## src/rtl/dcache_miss.sv

```systemverilog
// dcache_miss: data-cache miss handler sitting between memory1 and the dcache CAM.
//
// On a miss the handler scans every CAM entry of the target line (word 0
// upward), writes back entries that are valid+dirty over the memory bus,
// refills the whole line from the bus, and merges store data into the
// requested word. The requested (merged) word is returned on miss_rdata
// together with a one-cycle miss_done pulse.
//
// Optional feature macro: DCACHE_MISS_CRITICAL_FIRST_EN
//   defined   : the refill starts at the requested word and wraps around
//   undefined : the refill always runs from word 0 upward
//
// Ports
//   clk_core, reset_n            core clock, synchronous active-low reset
//   miss_req/write/addr/wdata/wmask   request from memory1 (held until done)
//   miss_busy, miss_done, miss_rdata  status and result to memory1
//   cam_read_*                   CAM read port (result one cycle later on dc_cam_read_*)
//   cam_write_*                  CAM write port (data + tag/flags)
//   bus_req/we/addr/wdata        memory bus request, held until bus_ack
//   bus_ack, bus_rdata           one-cycle acknowledge with read data
//   dbg_state                    current FSM state, for checkers
//
// Handshake: a bus request is asserted and held with stable address/data
// until the cycle in which bus_ack is sampled high; that cycle completes the
// transfer. bus_ack while bus_req is low has no effect.
//
// CAM flags: bit0 = valid, bit1 = dirty.

module dcache_miss #(
  parameter int LINE_WORDS = 4
) (
  input  logic        clk_core,
  input  logic        reset_n,
  input  logic        miss_req,
  input  logic        miss_write,
  input  logic [28:2] miss_addr,
  input  logic [31:0] miss_wdata,
  input  logic [3:0]  miss_wmask,
  output logic        miss_busy,
  output logic        miss_done,
  output logic [31:0] miss_rdata,
  output logic        cam_read_req,
  output logic [11:2] cam_read_index,
  output logic [28:12] cam_read_tag_in,
  input  logic [28:12] dc_cam_read_tag_out,
  input  logic [31:0] dc_cam_read_data,
  input  logic [1:0]  dc_cam_read_flags,
  output logic [11:2] cam_write_index,
  output logic        cam_write_req_data,
  output logic [31:0] cam_write_data,
  output logic [3:0]  cam_write_mask,
  output logic        cam_write_req_tag_flags,
  output logic [28:12] cam_write_tag,
  output logic [1:0]  cam_write_flags,
  output logic        bus_req,
  output logic        bus_we,
  output logic [28:2] bus_addr,
  output logic [31:0] bus_wdata,
  input  logic        bus_ack,
  input  logic [31:0] bus_rdata,
  output logic [2:0]  dbg_state
);

  localparam int LG = $clog2(LINE_WORDS);
  // Counter is at least one bit wide; for a one-word line it is masked to 0.
  localparam int CW = (LG == 0) ? 1 : LG;
  localparam logic [CW-1:0] LAST   = CW'(LINE_WORDS - 1);
  localparam logic [9:0]    WMASK10 = 10'(LINE_WORDS - 1);

  typedef enum logic [2:0] {
    S_IDLE     = 3'd0,
    S_WB_READ  = 3'd1,
    S_WB_CHECK = 3'd2,
    S_WB_BUS   = 3'd3,
    S_FILL_BUS = 3'd4,
    S_DONE     = 3'd5
  } state_t;

  state_t        state_q, state_d;
  logic [CW-1:0] i_q, i_d;
  logic [28:2]   addr_q;
  logic          write_q;
  logic [31:0]   wdata_q;
  logic [3:0]    wmask_q;
  logic [28:12]  vtag_q;
  logic [31:0]   vdata_q;
  logic [31:0]   rdata_q;

  logic          accept, vic_load, rdata_load, adv;
  logic [9:0]    line_idx, scan_idx, fill_idx;
  logic [CW-1:0] req_word, fill_start, fill_word;
  logic          is_last;
  logic [31:0]   merged, fill_data;

  // Word counter i is the scan word during write-back and the number of
  // words already filled during refill; the fill word is derived from it so
  // one counter serves both phases.
  always_comb begin
    line_idx = addr_q[11:2] & ~WMASK10;
    req_word = addr_q[CW+1:2] & LAST;
`ifdef DCACHE_MISS_CRITICAL_FIRST_EN
    fill_start = req_word;
`else
    fill_start = '0;
`endif
    fill_word = (fill_start + i_q) & LAST;
    scan_idx  = line_idx | (10'(i_q) & WMASK10);
    fill_idx  = line_idx | (10'(fill_word) & WMASK10);
    is_last   = (i_q == LAST);
    for (int b = 0; b < 4; b++) begin
      merged[8*b +: 8] = wmask_q[b] ? wdata_q[8*b +: 8] : bus_rdata[8*b +: 8];
    end
    fill_data = write_q ? merged : bus_rdata;
  end

  always_ff @(posedge clk_core) begin
    if (!reset_n) begin
      state_q <= S_IDLE;
      i_q     <= '0;
      addr_q  <= '0;
      write_q <= 1'b0;
      wdata_q <= '0;
      wmask_q <= '0;
      vtag_q  <= '0;
      vdata_q <= '0;
      rdata_q <= '0;
    end else begin
      state_q <= state_d;
      i_q     <= i_d;
      if (accept) begin
        addr_q  <= miss_addr;
        write_q <= miss_write;
        wdata_q <= miss_wdata;
        wmask_q <= miss_wmask;
      end
      if (vic_load) begin
        vtag_q  <= dc_cam_read_tag_out;
        vdata_q <= dc_cam_read_data;
      end
      if (rdata_load) begin
        rdata_q <= fill_data;
      end
    end
  end

  always_comb begin
    state_d    = state_q;
    i_d        = i_q;
    accept     = 1'b0;
    vic_load   = 1'b0;
    rdata_load = 1'b0;
    adv        = 1'b0;

    cam_read_req            = 1'b0;
    cam_read_index          = '0;
    cam_read_tag_in         = '0;
    cam_write_index         = '0;
    cam_write_req_data      = 1'b0;
    cam_write_data          = '0;
    cam_write_mask          = '0;
    cam_write_req_tag_flags = 1'b0;
    cam_write_tag           = '0;
    cam_write_flags         = '0;
    bus_req                 = 1'b0;
    bus_we                  = 1'b0;
    bus_addr                = '0;
    bus_wdata               = '0;

    case (state_q)
      S_IDLE: begin
        if (miss_req) begin
          accept  = 1'b1;
          i_d     = '0;
          state_d = S_WB_READ;
        end
      end
      S_WB_READ: begin
        cam_read_req    = 1'b1;
        cam_read_index  = scan_idx;
        cam_read_tag_in = addr_q[28:12];
        state_d         = S_WB_CHECK;
      end
      S_WB_CHECK: begin
        if (dc_cam_read_flags == 2'b11) begin
          vic_load = 1'b1;
          state_d  = S_WB_BUS;
        end else begin
          adv = 1'b1;
        end
      end
      S_WB_BUS: begin
        bus_req   = 1'b1;
        bus_we    = 1'b1;
        bus_addr  = {vtag_q, scan_idx};
        bus_wdata = vdata_q;
        adv       = bus_ack;
      end
      S_FILL_BUS: begin
        bus_req  = 1'b1;
        bus_addr = {addr_q[28:12], fill_idx};
        if (bus_ack) begin
          cam_write_index         = fill_idx;
          cam_write_req_data      = 1'b1;
          cam_write_mask          = 4'hF;
          cam_write_req_tag_flags = 1'b1;
          cam_write_tag           = addr_q[28:12];
          if (fill_word == req_word) begin
            rdata_load      = 1'b1;
            cam_write_data  = fill_data;
            cam_write_flags = write_q ? 2'b11 : 2'b01;
          end else begin
            cam_write_data  = bus_rdata;
            cam_write_flags = 2'b01;
          end
          if (is_last) begin
            i_d     = '0;
            state_d = S_DONE;
          end else begin
            i_d = CW'(i_q + 1'b1);
          end
        end
      end
      S_DONE: begin
        state_d = S_IDLE;
      end
      default: begin
        state_d = S_IDLE;
      end
    endcase

    // Shared scan advance: after the last scanned word the refill begins.
    if (adv) begin
      if (is_last) begin
        i_d     = '0;
        state_d = S_FILL_BUS;
      end else begin
        i_d     = CW'(i_q + 1'b1);
        state_d = S_WB_READ;
      end
    end
  end

  assign miss_busy  = (state_q != S_IDLE);
  assign miss_done  = (state_q == S_DONE);
  assign miss_rdata = rdata_q;
  assign dbg_state  = state_q;

endmodule
```

## config.mk

```make
export PLATFORM = sky130hd
export DESIGN_NAME = dcache_miss
export DESIGN_NICKNAME = d
export VERILOG_FILES = /design/src/rtl/dcache_miss.sv
export SDC_FILE = /design/constraint.sdc
export NUM_CORES = 1
export LEC_CHECK = 0
export CAP_MARGIN = 20
export CORE_MARGIN = 8
export CORE_UTILIZATION = 30
export CTS_CLUSTER_DIAMETER = 150
export CTS_CLUSTER_SIZE = 14
export DETAILED_ROUTE_END_ITERATION = 7
export GPL_TIMING_DRIVEN = 0
export PLACE_DENSITY = 0.67
export SYNTH_ARGS = -nofsm -noshare
export SYNTH_HDL_FRONTEND = slang
export SYNTH_SLANG_ARGS = --single-unit
```

## constraint.sdc

```tcl
create_clock -name clk_core -period 1.95 [get_ports clk_core]
set_clock_uncertainty 0.15 [all_clocks]
set_input_delay 0.39 -clock clk_core [delete_from_list [all_inputs] [get_ports clk_core]]
set_output_delay 0.39 -clock clk_core [all_outputs]
set_load 0.005 [all_outputs]
```

==> results.yml, run 1 <==
critical_path:
  reg2reg_slack_ns: -0.02
  critPathCaptureType: "output port"
  crit_fanout: 6
  crit-reg2reg-capture: "write_q"
  arrival_ns: 1.86
  startpoint_type: "flip-flop"
  cp-endpoint: "cam_write_data[21]"
  startpoint: "dbg_state[1]"
  r2r-start: "dbg_state[0]"
  reg2reg_depth: 10
  crit_required_ns: 1.41
  critPathKind: "reg -> out"
placed_design:
  portBuffers: 343
  gp_congestion: 0.901
  place_inst: 1584
  place_hpwl_um: 24700
  placed_cell_area_um2: 11200
sta:
  fin_crit_ns: 2.40
  drv_slew: 0
  finalHoldViolCount: 0
  rsz0062_at_grt: "true"
  setup-violations-final: 161
  max_slew_margin_pct: 60.5
  tightest_slew_ns: 0.593
  max_freq_ghz: 0.417
  finalCritPeriodShare_pct: 123
  finalWorstSetupSlack_ns: -0.447
global_routing:
  grt_pass1_vias: 8516
  grt_max_degree: 17
  antenna_found_initial: 1
  grt_util_all_layers_pct: 22.6
  grt_pass1_wl_um: 50900
  overflow: 0
route:
  vias: 8717
  ant_nets: 0
  drc: 0
  wl_um: 36000
  dr.pass1.iters: 5
  via_per_inst: 5.13
  post_drt_wl_per_cell_um: 21.2
  drt_iter0_drc: 523
floorplanning:
  coreArea_um2: 24100
  die_area_um2: 29600
  die_h_um: 172
  start_util_pct: 30.3
  row_count: 57
  die_w_um: 172
  io_pins: 344
power_and_ir_drop:
  ir_drop_mv: 0.469
  pwr_density_cell_nw_per_um2: 688
  power.static_leakage_nw: 5.70
clocking:
  cts_tree: "yes"
  cts_buffers: 17
  clock_latency_ns: 0.44
  hold_buffers: 0
  h-tree-depth: 4
  cts-root-buf: "clkbuf_16"
  clock_sinks: 150
  cts_buffer_depth: 2
  clk_pin_slew_ns: 0.06
final_layout:
  seqCellArea_um2: 3030
  nFillCells: 2266
  final_common_cell: "clkdlybuf4s50_1"
  diodes: 0
  drive_above_1_share_pct: 37.4
  multiInputGateArea_um2: 4380
  syn2layout_area_growth_pct: 86.1
  final_cells: 1698
  layout.nets: 1513
  final_area_um2: 13600
  most-common-layout-cells: "clkdlybuf4s50_1 (182), dfxtp_1 (142), buf_6 (133)"
hold_path:
  hold_class: "reg -> reg"
synth:
  yosysUniqueCellTypes: 39
  synth_top_area_share_pct: 41.1
  yosysTopAreaCell: "dfxtp_1"
  postSynthCellCount: 917
  synthTopCellsByArea: "dfxtp_1 (41%), a21oi_1 (10%), and2_1 (7.5%), nand2_1 (7.0%), a211oi_1 (6.7%)"
  avgSynthCellArea_um2: 7.98
  yosysWarnings: 0
  ys_seq_elements: 150
  yosysSeqAreaShare_pct: 41.1
  syn_nets: 1069
  synthesis.area_um2: 7310
run_status:
  failed_checks: "negative setup slack"
  status: "complete, but fails checks"
flow_run:
  cap_violations: 0
-- registers in the layout (all words and copies together) (netlist names) --
signal,count
vdata_q,32
vtag_q,17
wdata_q,32
dbg_state,3
miss_rdata,32
addr_q,27
i_q,2
write_q,1
wmask_q,4
-- worst min-delay path by stage --
stage          cells after the start     endpoint         from  slack, ns
5_1_grt                            2   wdata_q[2]   wdata_q[2]       0.32
4_1_cts                            2   wdata_q[4]   wdata_q[4]       0.31
3_5_place_dp                       2   wdata_q[2]   wdata_q[2]       0.30
3_3_place_gp                       2  wdata_q[25]  wdata_q[25]       0.29
6_report                           2   wdata_q[4]   wdata_q[4]       0.30
2_1_floorplan                      2   wdata_q[0]   wdata_q[0]       0.29
-- final cells by class --
cell class | instances | share of cell area, %
well taps | 324 | 2.98
inverters | 3 | 0.138
multi-input cells | 661 | 32.2
flip-flops and latches | 150 | 22.2
repair buffers | 431 | 30.9
clock buffers | 19 | 3.25
plain buffers | 97 | 7.07
clock inverters | 13 | 1.26
-- synth_stat cells (all sizes together) --
master and instances:
o31ai 1, xor2 1, a32o 1, and3b 3, a21oi 146, nor4b 1
nor3b 2, or3 3, xnor2 2, mux2 1, nand2b 2, ha 1
nand3b 2, or4b 1, nor2b 13, buf 57, nor2 2, clkbuf 47
dfxtp 150, a211oi 65, and2 88, a221oi 1, o21ai 49, a22o 17
nor3 2, nand2 137, o22ai 2, a31oi 33, and3 1, a41oi 1
inv 3, o21bai 1, mux2i 32, nand3 49
-- logic make-up after synthesis --
family	share of synthesized area, %
AOI/OAI and AO/OA	25.6
xor gates and xnor gates	0.359
adders and majority gates	0.171
buffers and inverters	7.19
DFF	41.1
muxes	4.53
and+or+nand+nor	21.1
-- through the flow --
| stage | total power, mW | setup TNS, ns | worst slack [ns] | util (%) | hold WS, ns |
|---|---|---|---|---|---|
| floorplan | 4.22 | 0 | 0.0782 | - | 0.286 |
| global placement | 4.99 | -203.87 | -1.21 | 46.3 | 0.293 |
| detailed placement | 5.01 | -210.91 | -1.27 | 46.3 | 0.297 |
| CTS | 8.92 | -55.56 | -0.473 | 52.9 | 0.306 |
| global route | 9.69 | -64.71 | -0.515 | 56.5 | 0.320 |
| finish | 9.36 | -53.36 | -0.447 | 56.5 | 0.303 |
-- per-layer routing --
layer	vias to the layer above	routed length, um	global-route usage (%)	share of wire, %
met1	4211	14400	26.5	40
met3	49	3220	7.33	8.9
li1	4120	-	-	-
met4	2	922	8.17	2.6
met5	-	10	0	0.028
met2	335	17400	37.9	48
-- critical path, cell delays in order, from the launching register on --
cell	delay [ns]
dfxtp_4	0.37
nor3b_4	0.25
nand2_4	0.11
buf_12	0.16
buf_8	0.13
a211oi_4	0.24
buf_2	0.16
-- power by group --
| part | switching (mW) | total [mW] | internal, mW |
|---|---|---|---|
| Combinational | 1.22 | 2.45 | 1.23 |
| Clock | 1.48 | 3.54 | 2.07 |
| Sequential | 0.150 | 3.37 | 3.22 |
-- repair_timing --
item | in CTS | in global routing
buffers inserted | 59 | 17
gates cloned | 10 | 10
pin swaps | 52 | 33
resized for setup | 926 | 205
setup endpoints to repair | 290 | 258
Power figures use the tool's default switching activity.
==> run 2: changes to the inputs <==
--- a/config.mk
+++ b/config.mk
@@ -5,7 +5,7 @@
 export SDC_FILE = /design/constraint.sdc
 export NUM_CORES = 1
 export LEC_CHECK = 0
-export CAP_MARGIN = 20
+export CAP_MARGIN = 0
 export CORE_MARGIN = 8
 export CORE_UTILIZATION = 30
 export CTS_CLUSTER_DIAMETER = 150
==> results of run 2 <==
The final DEF is identical to that of run 1; final timing and power are the same.
